**src/rtl/msdap_pkg.sv**
```systemverilog
//------------------------------------------------------------------------------
// Module   : msdap_pkg
// Purpose  : Shared definitions for the MSDAP output path.
//            P2S_DATA_W  - width of the parallel word serialised by p2s
//            p2s_state_t - p2s control states (IDLE, SHIFT)
// Revision : 1.0 - initial release
//------------------------------------------------------------------------------
`default_nettype none
`timescale 1ns/1ps

package msdap_pkg;

  localparam int P2S_DATA_W = 40;

  typedef enum logic [0:0] {
    IDLE  = 1'b0,
    SHIFT = 1'b1
  } p2s_state_t;

endpackage : msdap_pkg

`default_nettype wire

```
**src/rtl/p2s.sv**
```systemverilog
//------------------------------------------------------------------------------
// Module   : p2s
// Purpose  : Parallel-to-serial transmitter. Captures a DATA_W-bit word on a
//            one-cycle LOAD strobe and shifts it out MSB-first on DATAOUT, one
//            bit per SCLK cycle, with OutReady marking valid bit cycles.
// Ports    : SCLK     in   system clock, rising edge
//            CLR      in   synchronous active-high reset (priority over LOAD)
//            LOAD     in   start strobe; reloads and restarts when asserted
//            PDATAIN  in   parallel word, sampled only when LOAD=1
//            DATAOUT  out  serial data, MSB first, registered
//            OutReady out  high while DATAOUT carries a valid bit, registered
// Revision : 1.0 - initial release
//------------------------------------------------------------------------------
`default_nettype none
`timescale 1ns/1ps

module p2s
  import msdap_pkg::*;
#(
  parameter int DATA_W = P2S_DATA_W
) (
  input  logic              SCLK,
  input  logic              CLR,
  input  logic              LOAD,
  input  logic [DATA_W-1:0] PDATAIN,
  output logic              DATAOUT,
  output logic              OutReady
);

  localparam int              CNT_W  = $clog2(DATA_W) + 1;
  localparam logic [CNT_W-1:0] C_LAST = CNT_W'(DATA_W - 1);

  p2s_state_t        r_state;
  logic [DATA_W-1:0] r_shreg;
  logic [CNT_W-1:0]  r_count;
  logic              r_dataout;
  logic              r_outready;

  assign DATAOUT  = r_dataout;
  assign OutReady = r_outready;

  // The MSB goes straight to DATAOUT at the load edge, so the shift register
  // only holds the remaining DATA_W-1 bits and the counter counts how many
  // are still to come. count==0 in SHIFT means the last bit is on the wire.
  always_ff @(posedge SCLK) begin
    if (CLR) begin
      r_state    <= IDLE;
      r_shreg    <= '0;
      r_count    <= '0;
      r_dataout  <= 1'b0;
      r_outready <= 1'b0;
    end else if (LOAD) begin
      // Same action from IDLE or mid-word: the old word is abandoned.
      r_state    <= SHIFT;
      r_dataout  <= PDATAIN[DATA_W-1];
      r_shreg    <= PDATAIN << 1;
      r_count    <= C_LAST;
      r_outready <= 1'b1;
    end else begin
      case (r_state)
        IDLE: begin
          r_dataout  <= 1'b0;
          r_outready <= 1'b0;
        end
        SHIFT: begin
          if (r_count != '0) begin
            r_dataout  <= r_shreg[DATA_W-1];
            r_shreg    <= r_shreg << 1;
            r_count    <= r_count - 1'b1;
            r_outready <= 1'b1;
          end else begin
            r_state    <= IDLE;
            r_dataout  <= 1'b0;
            r_outready <= 1'b0;
          end
        end
        default: begin
          r_state    <= IDLE;
          r_dataout  <= 1'b0;
          r_outready <= 1'b0;
        end
      endcase
    end
  end

endmodule : p2s

`default_nettype wire

```
**config.mk**
```make
export PLATFORM = sky130hd
export DESIGN_NAME = p2s
export DESIGN_NICKNAME = d
export VERILOG_FILES = /design/src/rtl/msdap_pkg.sv /design/src/rtl/p2s.sv
export SDC_FILE = /design/constraint.sdc
export NUM_CORES = 1
export LEC_CHECK = 0
export CAP_MARGIN = 20
export CORE_ASPECT_RATIO = 0.8
export CORE_MARGIN = 10
export CORE_UTILIZATION = 47
export DETAILED_ROUTE_END_ITERATION = 8
export GPL_TIMING_DRIVEN = 0
export PLACE_DENSITY = 0.74
export RECOVER_POWER = 50
export SYNTH_ARGS = -nofsm -noshare
export SYNTH_HDL_FRONTEND = slang
export SYNTH_SLANG_ARGS = --single-unit
export TNS_END_PERCENT = 1
```
**constraint.sdc**
```tcl
create_clock -name SCLK -period 1.7 [get_ports SCLK]
set_input_delay 0.425 -clock SCLK [delete_from_list [all_inputs] [get_ports SCLK]]
set_output_delay 0.425 -clock SCLK [all_outputs]
set_load 0.03 [all_outputs]
```
Yosys cells after proc, flatten, opt, wreduce, memory -nomap -nowiden
Cells that the tools add are included.

word-level totals
  memory bits (read-only) = 0
  bits in registers = 49
  memories kept = 0
  bits in latches = 0
  RAM bits = 0
  input bits = 43

operators by class
  bitwise gates (word level) = 1
  $mul = 0
  add/subtract/negate cells = 1
  div/mod/pow operators = 0
  shift-type cells = 0
  multiplexer cells = 14
  order comparisons = 0
  reductions and logical operators = 6
  eq/ne operators = 0

operator list
  kind                                              count
  2-to-1 mux 40 bit                                 3
  2-to-1 mux 6 bit                                  3
  nonzero test 7 bit                                1
  subtractor 7 x 1 -> 7 bit, second input constant  1
  2-to-1 mux 1 bit                                  6
  one-hot mux 1 bit (2 select lines)                2
  AND reduction 2 bit                               2
  nonzero test 2 bit                                2
  OR reduction 2 bit                                1
  inverter 1 bit                                    1

Longest topological paths before layout
Gate-level depths: netlist (run 1).

  depth in word-level cells = 4
  depth in mapped cells = 8
  gate-level depth less buffers = 6

Worst setup path after synthesis (run 1)
No wires, ideal clock.

  path type = reg2reg
  start = register r_count[2]
  end = register r_shreg[10]
  required time = 1.543 ns
  path slack = -0.034 ns
  data arrival time = 1.577 ns
  clock period less this slack = 1.734 ns
  cell stages (with the launch flop) = 7
  library setup time = 0.157 ns
  buffers on the path = 2
  path through = dfxtp_1 > or4_4 > o21a_1 > buf_6 > buf_2 > nor3_1 > a2111oi_2

on the way
  cells in the longest elaborated chain, start to end = 3

RTL lines
  what                                  line       source
  start, declared                       p2s.sv:35  logic [CNT_W-1:0] r_count;
  start signal, assigned                p2s.sv:69  r_count <= r_count - 1'b1;
  nonzero test 7 bit                    p2s.sv:66  if (r_count != '0) begin
  nonzero test 2 bit (no source line)   -
  AND reduction 2 bit (no source line)  -
  end signal, assigned                  p2s.sv:56  r_shreg <= PDATAIN << 1;
  end signal, assigned                  p2s.sv:68  r_shreg <= r_shreg << 1;
  end, declared                         p2s.sv:34  logic [DATA_W-1:0] r_shreg;

No other way between the ends.
A chain may end at the register's enable or synchronous reset.

Final worst setup path (run 1)
  start = register r_count[5]
  end = register r_shreg[3]

The elaborated chain is that of the path after synthesis.

==> results_dict.tcl, run 1 <==
set metrics [dict create \
    outcome "finished with violations" \
    violations "setup timing" \
    seq_area_frac_synth_pct 39.0 \
    total_power_mw 2.71 \
    ir_worst_vdd_v 0.000538 \
    die_y_um 84.8 \
    clk_pin_slew_ps 80 \
    gp_congestion 0.785 \
    yosysTopAreaCell "dfxtp_1" \
    grt_max_degree 14 \
    grt_setup_unrepaired "yes" \
    cts_root_buffer "clkbuf_8" \
    overflow 0 \
    min_path_type "reg2reg" \
    final_cell_area_um2 3320 \
    final_max_slew_viol_count 0 \
    port_buffers 42 \
    yosysMostFrequentCell "nor3_1" \
    criticalPathCategory "reg2reg" \
    netlist_area_um2 2470 \
    crit_end "r_shreg[3]$_SDFFE_PP0P_" \
    async_reset_ff_share_pct 0 \
    worstPathArrival_ps 1980 \
    tightestPinTransition_ps 886 \
    cts.sinks 48 \
    holdBufCountCts 0 \
    seq_power_share_pct 48.5 \
    p_comb_share_pct 26.0 \
    via_count 2203 \
    synth_area_leaders "dfxtp_1 39%, a2111oi_2 22%, nor3_1 16%" \
    synthTopCellsByCount "81 x nor3_1, 48 x dfxtp_1, 39 x inv_1" \
    syn_avg_cell_area_um2 9.17 \
    drive_gt1_share_pct 29.7 \
    cellLeakagePower_nw 1.20 \
    dp.cells 373 \
    pre_cts_ws_ps -216 \
    cts_inserted_buffers 5 \
    setup_tns_ps -3020 \
    setup_viol 41 \
    start_kind "flop" \
    timing_hold_violations_final 0 \
    yosysTopAreaCellShare_pct 39.0 \
    period_needed_ps 1830 \
    viasPerCell 5.77 \
    drtIter0Drc 132 \
    critical_path_required_ps 1850 \
    r2r_slack_ps -130 \
    syn_nets 314 \
    num_antenna_cells 0 \
    cts_max_level 2 \
    groute.usage.overall_pct 14.1 \
    worst_skew_pair.late_latency_ps 300 \
    die-width_um 101 \
    worstReg2RegEnd "r_shreg[3]$_SDFFE_PP0P_" \
    num_rows 23 \
    start_util_pct 49.0 \
    fin_util_pct 65.9 \
    p_per_area_nw_per_um2 816 \
    finalNonFillerCells 382 \
    swShare_pct 30.0 \
    first_pass_iters 4 \
    internal-power_mw 1.90 \
    ys_ff_latch 48 \
    cp-end-kind "flop" \
    finClkSkew_ps 9.71 \
    ant_nets 0 \
    cap_viol_max_count 0 \
    period_share_pct 107 \
    clock_power_share_pct 25.4 \
    grt_pass1_wl_mm 10.3 \
    wl_per_cell_um 16.9 \
    cp_max_fo 10 \
    ioPinCount 45 \
    hold-worst-slack_ps 478 \
    max_freq_ghz 0.548 \
    r2r-start "r_count[5]$_SDFFE_PP0P_" \
    cts_buffer_depth 2 \
    yosys_warnings 0 \
    fin_ws_ps -125 \
    antenna_found_initial 0 \
    synth_edf_count 0 \
    ys_types 32 \
    dp_hpwl_mm 4.27 \
    startpoint "r_count[5]$_SDFFE_PP0P_" \
    p_sw_mw 0.812 \
    finalWirelength_mm 6.44 \
    synth-main-ff-cell "dfxtp_1" \
    cts_tree "built" \
    reg2reg_depth 6 \
    netlist_instances 269 \
    die_area_um2 8560 \
    area_growth_pct 34.6 \
    postPlaceCellArea_um2 2960 \
    drc 0 \
    core_um2 5040 \
    relSlewSlack_pct 40.9 \
    grt_pass1_vias 2222 \
    nets 364 \
]
==> worst max-delay path: stages (launching register included) <==
cell and delay, ps:
dfxtp_1 330, or4_4 590, o21a_1 200, buf_6 140
buf_6 150, nor3_2 180, a2111oi_4 80
==> cells in the final DEF, fill, tap and decap left out, drive strengths merged <==
cell,instances
a2111oi,38
a211oi,1
a21oi,4
a311oi,1
a31oi,1
buf,9
clkbuf,26
clkdlybuf4s15,1
clkdlybuf4s50,40
dfxtp,48
dlygate4sd2,1
ha,2
inv,39
mux2i,1
nand2,5
nand2b,1
nand3,3
nor2,5
nor3,81
nor4,1
o211ai,1
o21a,1
o21ai,3
o31ai,1
or2,1
or3,1
or4,2
xnor2,1
xor2,1
==> sequential cells by signal (all words and copies together) (netlist names) <==
signal,count
r_shreg,39
r_count,7
DATAOUT,1
OutReady,1
==> timing repair <==
action                                  4_1_cts  5_1_grt
endpoints found under the setup margin       45       45
gates resized for setup                      19       38
hold endpoints to repair                      0        0
pin swaps                                     1        2
gates cloned                                  0        1
buffers inserted                              0        0
==> area by class of cell <==
| cell class | count | area [um2] |
|---|---|---|
| inverters | 39 | 146 |
| plain buffers | 27 | 174 |
| flip-flops and latches | 48 | 963 |
| multi-input cells | 156 | 1450 |
| well taps | 62 | 77.6 |
| repair buffers | 42 | 419 |
| fillers | 427 | 1720 |
| clock buffers | 8 | 90.1 |
==> how the worst min path moves through the flow <==
stage / from / to / slack [ps] / cells past startpoint
2_1_floorplan: r_shreg[39]$_SDFFE_PP0P_ / DATAOUT$_SDFF_PP0_ / 450 / 2
3_3_place_gp: r_shreg[1]$_SDFFE_PP0P_ / r_shreg[1]$_SDFFE_PP0P_ / 460 / 2
3_5_place_dp: r_shreg[1]$_SDFFE_PP0P_ / r_shreg[1]$_SDFFE_PP0P_ / 460 / 2
4_1_cts: r_shreg[1]$_SDFFE_PP0P_ / r_shreg[1]$_SDFFE_PP0P_ / 480 / 2
5_1_grt: r_shreg[1]$_SDFFE_PP0P_ / r_shreg[1]$_SDFFE_PP0P_ / 500 / 2
6_report: r_shreg[1]$_SDFFE_PP0P_ / r_shreg[1]$_SDFFE_PP0P_ / 480 / 2
==> power by group through the flow <==
stage / registers (mW) / clock network (mW) / logic (mW)
floorplan: 1.30 / 0 / 0.427
global placement: 1.31 / 0 / 0.600
detailed placement: 1.31 / 0 / 0.613
CTS: 1.29 / 0.699 / 0.632
global route: 1.33 / 0.740 / 0.770
finish: 1.31 / 0.689 / 0.705
==> routing by layer <==
layer  wire (um)  vias up  share of wire [%]  global-route usage (%)
li1            -     1085                  -                       -
met1        2880     1062                 45                    18.7
met2        3040       49                 47                    21.7
met3         471        7                7.3                    4.83
met4          45        0               0.70                    3.03
met5           0        -                  0                       0
==> logic make-up (layout without fill, tap and decap cells) <==
family / after synthesis / count (layout) / synth area share [%]
buf+inv: 66 / 116 / 12.2
mux: 1 / 1 / 0.406
compound gates: 50 / 51 / 26.4
flops: 48 / 48 / 39.0
simple gates: 100 / 100 / 20.3
fa+ha+maj: 2 / 2 / 1.01
xor+xnor: 2 / 2 / 0.710
Power figures use the tool's default switching activity.
==> run 2: changes to the inputs <==
CORE_UTILIZATION = 52   (was 47)
PLACE_DENSITY = 0.77   (was 0.74)
clock period = 1.77 ns   (was 1.7 ns; I/O delays follow)
==> results_dict.tcl, run 2 (synthesis results as in run 1) <==
set metrics [dict create \
    outcome "finished with violations" \
    violations "setup timing" \
    die-width_um 97.0 \
    nets 366 \
    tightestPinTransition_ps 757 \
    port_buffers 42 \
    antenna_found_initial 0 \
    drive_gt1_share_pct 29.9 \
    cts_inserted_buffers 5 \
    final_max_slew_viol_count 0 \
    cp_max_fo 10 \
    ant_nets 0 \
    die_y_um 81.6 \
    timing_hold_violations_final 0 \
    cp-end-kind "flop" \
    fill_cells 354 \
    gp_congestion 0.796 \
    p_per_area_nw_per_um2 801 \
    cap_viol_max_count 0 \
    clk_pin_slew_ps 80 \
    final_cell_area_um2 3280 \
    first_pass_iters 4 \
    critical_path_required_ps 1960 \
    ir_worst_vdd_v 0.000588 \
    cellLeakagePower_nw 1.20 \
    worstPathArrival_ps 2060 \
    die_area_um2 7910 \
    holdBufCountCts 0 \
    viasPerCell 5.65 \
    grt_max_degree 14 \
    min_path_type "reg2reg" \
    drc 0 \
    criticalPathCategory "reg2reg" \
    cts_root_buffer "clkbuf_8" \
    pre_cts_ws_ps -128 \
    core_um2 4600 \
    max_freq_ghz 0.537 \
    worst_skew_pair.late_latency_ps 310 \
    layout_commonest_cell "nor3_1" \
    relSlewSlack_pct 49.6 \
    area_growth_pct 33.2 \
    finalNonFillerCells 381 \
    overflow 0 \
    start_util_pct 53.6 \
    drtIter0Drc 101 \
    groute.usage.overall_pct 14.4 \
    period_needed_ps 1860 \
    ioPinCount 45 \
    num_rows 22 \
    reg_top3 "r_shreg: 39 flops, r_count: 7 flops" \
    period_share_pct 105 \
    postPlaceCellArea_um2 2960 \
    grt_pass1_wl_mm 9.62 \
    largest_reg_flops 39 \
    dp.cells 371 \
    fin_util_pct 71.4 \
    setup_viol 33 \
    finalWirelength_mm 6.25 \
    top_register "r_shreg" \
    wl_per_cell_um 16.4 \
    start_kind "flop" \
    cts_max_level 2 \
    mostFrequentLayoutCells "48 x nor3_1, 46 x dfxtp_1, 41 x clkdlybuf4s50_1" \
    cts_tree "built" \
    fin_ws_ps -91.0 \
    finClkSkew_ps 7.76 \
    grt_pass1_vias 2042 \
    num_antenna_cells 0 \
    via_count 2154 \
    cts.sinks 48 \
    dp_hpwl_mm 4.16 \
    cts_buffer_depth 2 \
    grt_setup_unrepaired "yes" \
]
## run 2: report_power, final
part	leakage (nW)	switching [mW]	total, mW	internal [mW]
clock	0.0503	0.362	0.711	0.349
sequential	0.400	0.0752	1.26	1.18
combinational	0.746	0.345	0.665	0.320
total	1.20	0.782	2.63	1.85
## run 2: area by class of cell
cell class	count	area (um2)	area share, %
multi-input combinational	156	1390	42.4
sequential	48	963	29.3
timing repair buffer	44	438	13.3
buffer	27	173	5.26
inverter	39	146	4.46
clock buffer	7	96.3	2.93
tap	60	75.1	2.29
## run 2: worst max-delay path, cell delays in order, from the launching register on
cell and delay, ps:
dfxtp_1 380, inv_1 90, ha_1 270, nand2b_4 130, o21a_1 150, buf_6 140
buf_4 220, nor3_2 60, a2111oi_2 320
## run 2: worst paths after layout
path                           start                       end  slack (ps)  cells after the start
min          r_shreg[1]$_SDFFE_PP0P_   r_shreg[1]$_SDFFE_PP0P_         490                      2
max reg2reg  r_count[0]$_SDFFE_PP0P_  r_shreg[36]$_SDFFE_PP0P_         -90                      8
max          r_count[0]$_SDFFE_PP0P_  r_shreg[36]$_SDFFE_PP0P_         -90                      8
min reg2reg  r_shreg[1]$_SDFFE_PP0P_   r_shreg[1]$_SDFFE_PP0P_         490                      2
## run 2: metrics by stage
| stage | power [mW] | hold WS (ps) | TNS (ps) |
|---|---|---|---|
| 2_1_floorplan | 1.66 | 449 | 0 |
| 3_3_place_gp | 1.84 | 480 | -2210 |
| 3_5_place_dp | 1.85 | 480 | -2780 |
| 4_1_cts | 2.54 | 493 | -2250 |
| 5_1_grt | 2.74 | 533 | -4310 |
| 6_report | 2.63 | 490 | -1030 |
## run 2: per-layer routing
| layer | up-vias | global-route usage [%] | wire, um |
|---|---|---|---|
| li1 | 1083 | - | - |
| met4 | 0 | 5.44 | 124 |
| met3 | 11 | 3.86 | 349 |
| met2 | 67 | 21.9 | 2710 |
| met5 | - | 0 | 0 |
| met1 | 993 | 19.1 | 3070 |
## run 2: what timing repair did
item	CTS	global route
buffers inserted	0	2
gates resized for setup	7	40
endpoints found under the setup margin	39	44
gates cloned	0	1
pin swaps	0	5
==> run 3: changes to the inputs <==
CORE_UTILIZATION = 47   (was 52)
PLACE_DENSITY = 0.74   (was 0.77)
clock period = 1.5 ns   (was 1.77 ns; I/O delays follow)
==> results_dict.tcl, run 3 (synthesis results as in run 1) <==
set metrics [dict create \
    outcome "finished with violations" \
    violations "setup timing" \
    cts_buffer_depth 2 \
    drive_gt1_share_pct 31.8 \
    cp-end-kind "flop" \
    start_kind "flop" \
    p_per_area_nw_per_um2 927 \
    cp_max_fo 10 \
    fill_cells 414 \
    die_area_um2 8560 \
    cts_tree "built" \
    top_register "r_shreg" \
    cts_inserted_buffers 5 \
    min_path_type "reg2reg" \
    cts_root_buffer "clkbuf_8" \
    fin_util_pct 67.2 \
    viasPerCell 5.65 \
    worst_skew_pair.late_latency_ps 310 \
    drc 0 \
    grt_max_degree 15 \
    cts_max_level 2 \
    postPlaceCellArea_um2 3140 \
    finalWirelength_mm 6.23 \
    cp_slowest_cell "or4_4" \
    reg_top3 "r_shreg: 39 flops, r_count: 7 flops" \
    port_buffers 42 \
    grt_pass1_wl_mm 10.8 \
    r2r-start "r_count[2]$_SDFFE_PP0P_" \
    final_max_slew_viol_count 0 \
    pre_cts_ws_ps -388 \
    core_um2 5040 \
    cap_viol_max_count 0 \
    period_share_pct 121 \
    gp_congestion 0.797 \
    fin_ws_ps -317 \
    antenna_found_initial 0 \
    grt_pass1_vias 2192 \
    max_freq_ghz 0.550 \
    ff_latch_area_um2 966 \
    num_rows 23 \
    ant_nets 0 \
    area_growth_pct 37.1 \
    final_cell_area_um2 3380 \
    groute.usage.overall_pct 15.0 \
    dp_hpwl_mm 4.36 \
    worstPathCellList "or4_4 > o21ai_4 > buf_12 > buf_6 > nor3_1 > a2111oi_2" \
    critPathMaxStageDelay_ps 560 \
    worstPathArrival_ps 2010 \
    die-width_um 101 \
    first_pass_iters 4 \
    setup_tns_ps -11930 \
    finClkSkew_ps 7.12 \
    critical_path_required_ps 1690 \
    cellLeakagePower_nw 1.23 \
    cts.sinks 48 \
    grt_setup_unrepaired "yes" \
    relSlewSlack_pct 33.1 \
    start_util_pct 49.0 \
    layout_commonest_cell "nor3_1" \
    timing_hold_violations_final 0 \
    holdBufCountCts 0 \
    overflow 0 \
    largest_reg_flops 39 \
    ioPinCount 45 \
    startpoint "r_count[2]$_SDFFE_PP0P_" \
    die_y_um 84.8 \
    num_antenna_cells 0 \
    via_count 2181 \
    clk_pin_slew_ps 90 \
    criticalPathCategory "reg2reg" \
    ir_worst_vdd_v 0.000563 \
    tightestPinTransition_ps 1000 \
    wl_per_cell_um 16.1 \
    drtIter0Drc 132 \
    hold_path.startpoint "r_shreg[1]$_SDFFE_PP0P_" \
    mostFrequentLayoutCells "47 x nor3_1, 44 x dfxtp_1, 40 x clkdlybuf4s50_1" \
    total_power_mw 3.14 \
    nets 368 \
    multi_input_area_um2 1470 \
    period_needed_ps 1820 \
    setup_viol 47 \
]
[run 3: critical path: cells and delay by family, from the launching register on]
kind | cells | cell delay (ps)
AOI/OAI and AO/OA | 2 | 460
buffers and inverters | 2 | 270
DFF | 1 | 350
and+or+nand+nor | 2 | 620
[run 3: cell type report]
| cell class | count | area share (%) |
|---|---|---|
| well taps | 62 | 2.29 |
| plain buffers | 27 | 5.11 |
| clock buffers | 6 | 2.44 |
| flip-flops and latches | 48 | 28.6 |
| repair buffers | 47 | 13.6 |
| multi-input cells | 155 | 43.4 |
| inverters | 39 | 4.33 |
| clock inverters | 2 | 0.296 |
[run 3: where the power goes]
group / internal [mW] / switching (mW)
combinational: 0.405 / 0.422
sequential: 1.39 / 0.0946
clock: 0.369 / 0.450
[run 3: metrics by stage]
step	cells	hold WS, ps
6_report	386	475
5_1_grt	386	514
2_1_floorplan	269	449
3_5_place_dp	373	465
3_3_place_gp	373	466
4_1_cts	386	479
[run 3: final timing paths]
| check | to | slack, ps | cells past startpoint |
|---|---|---|---|
| hold reg to reg | r_shreg[1]$_SDFFE_PP0P_ | 470 | 2 |
| setup reg to reg | r_shreg[28]$_SDFFE_PP0P_ | -320 | 6 |
| setup / recovery | r_shreg[28]$_SDFFE_PP0P_ | -320 | 6 |
| hold / removal | r_shreg[1]$_SDFFE_PP0P_ | 470 | 2 |
[run 3: routing by layer]
metal | routed length [um] | track usage (%)
met4 | 60 | 4.17
met2 | 2810 | 21.9
met5 | 0 | 0
met1 | 3100 | 21.4
met3 | 257 | 3.60
[run 3: repair_timing]
action                     CTS  global route
buffers inserted             4             0
resized for setup           20             8
cloned                       1             0
setup endpoints to repair   49            49
pin swaps                    3             1
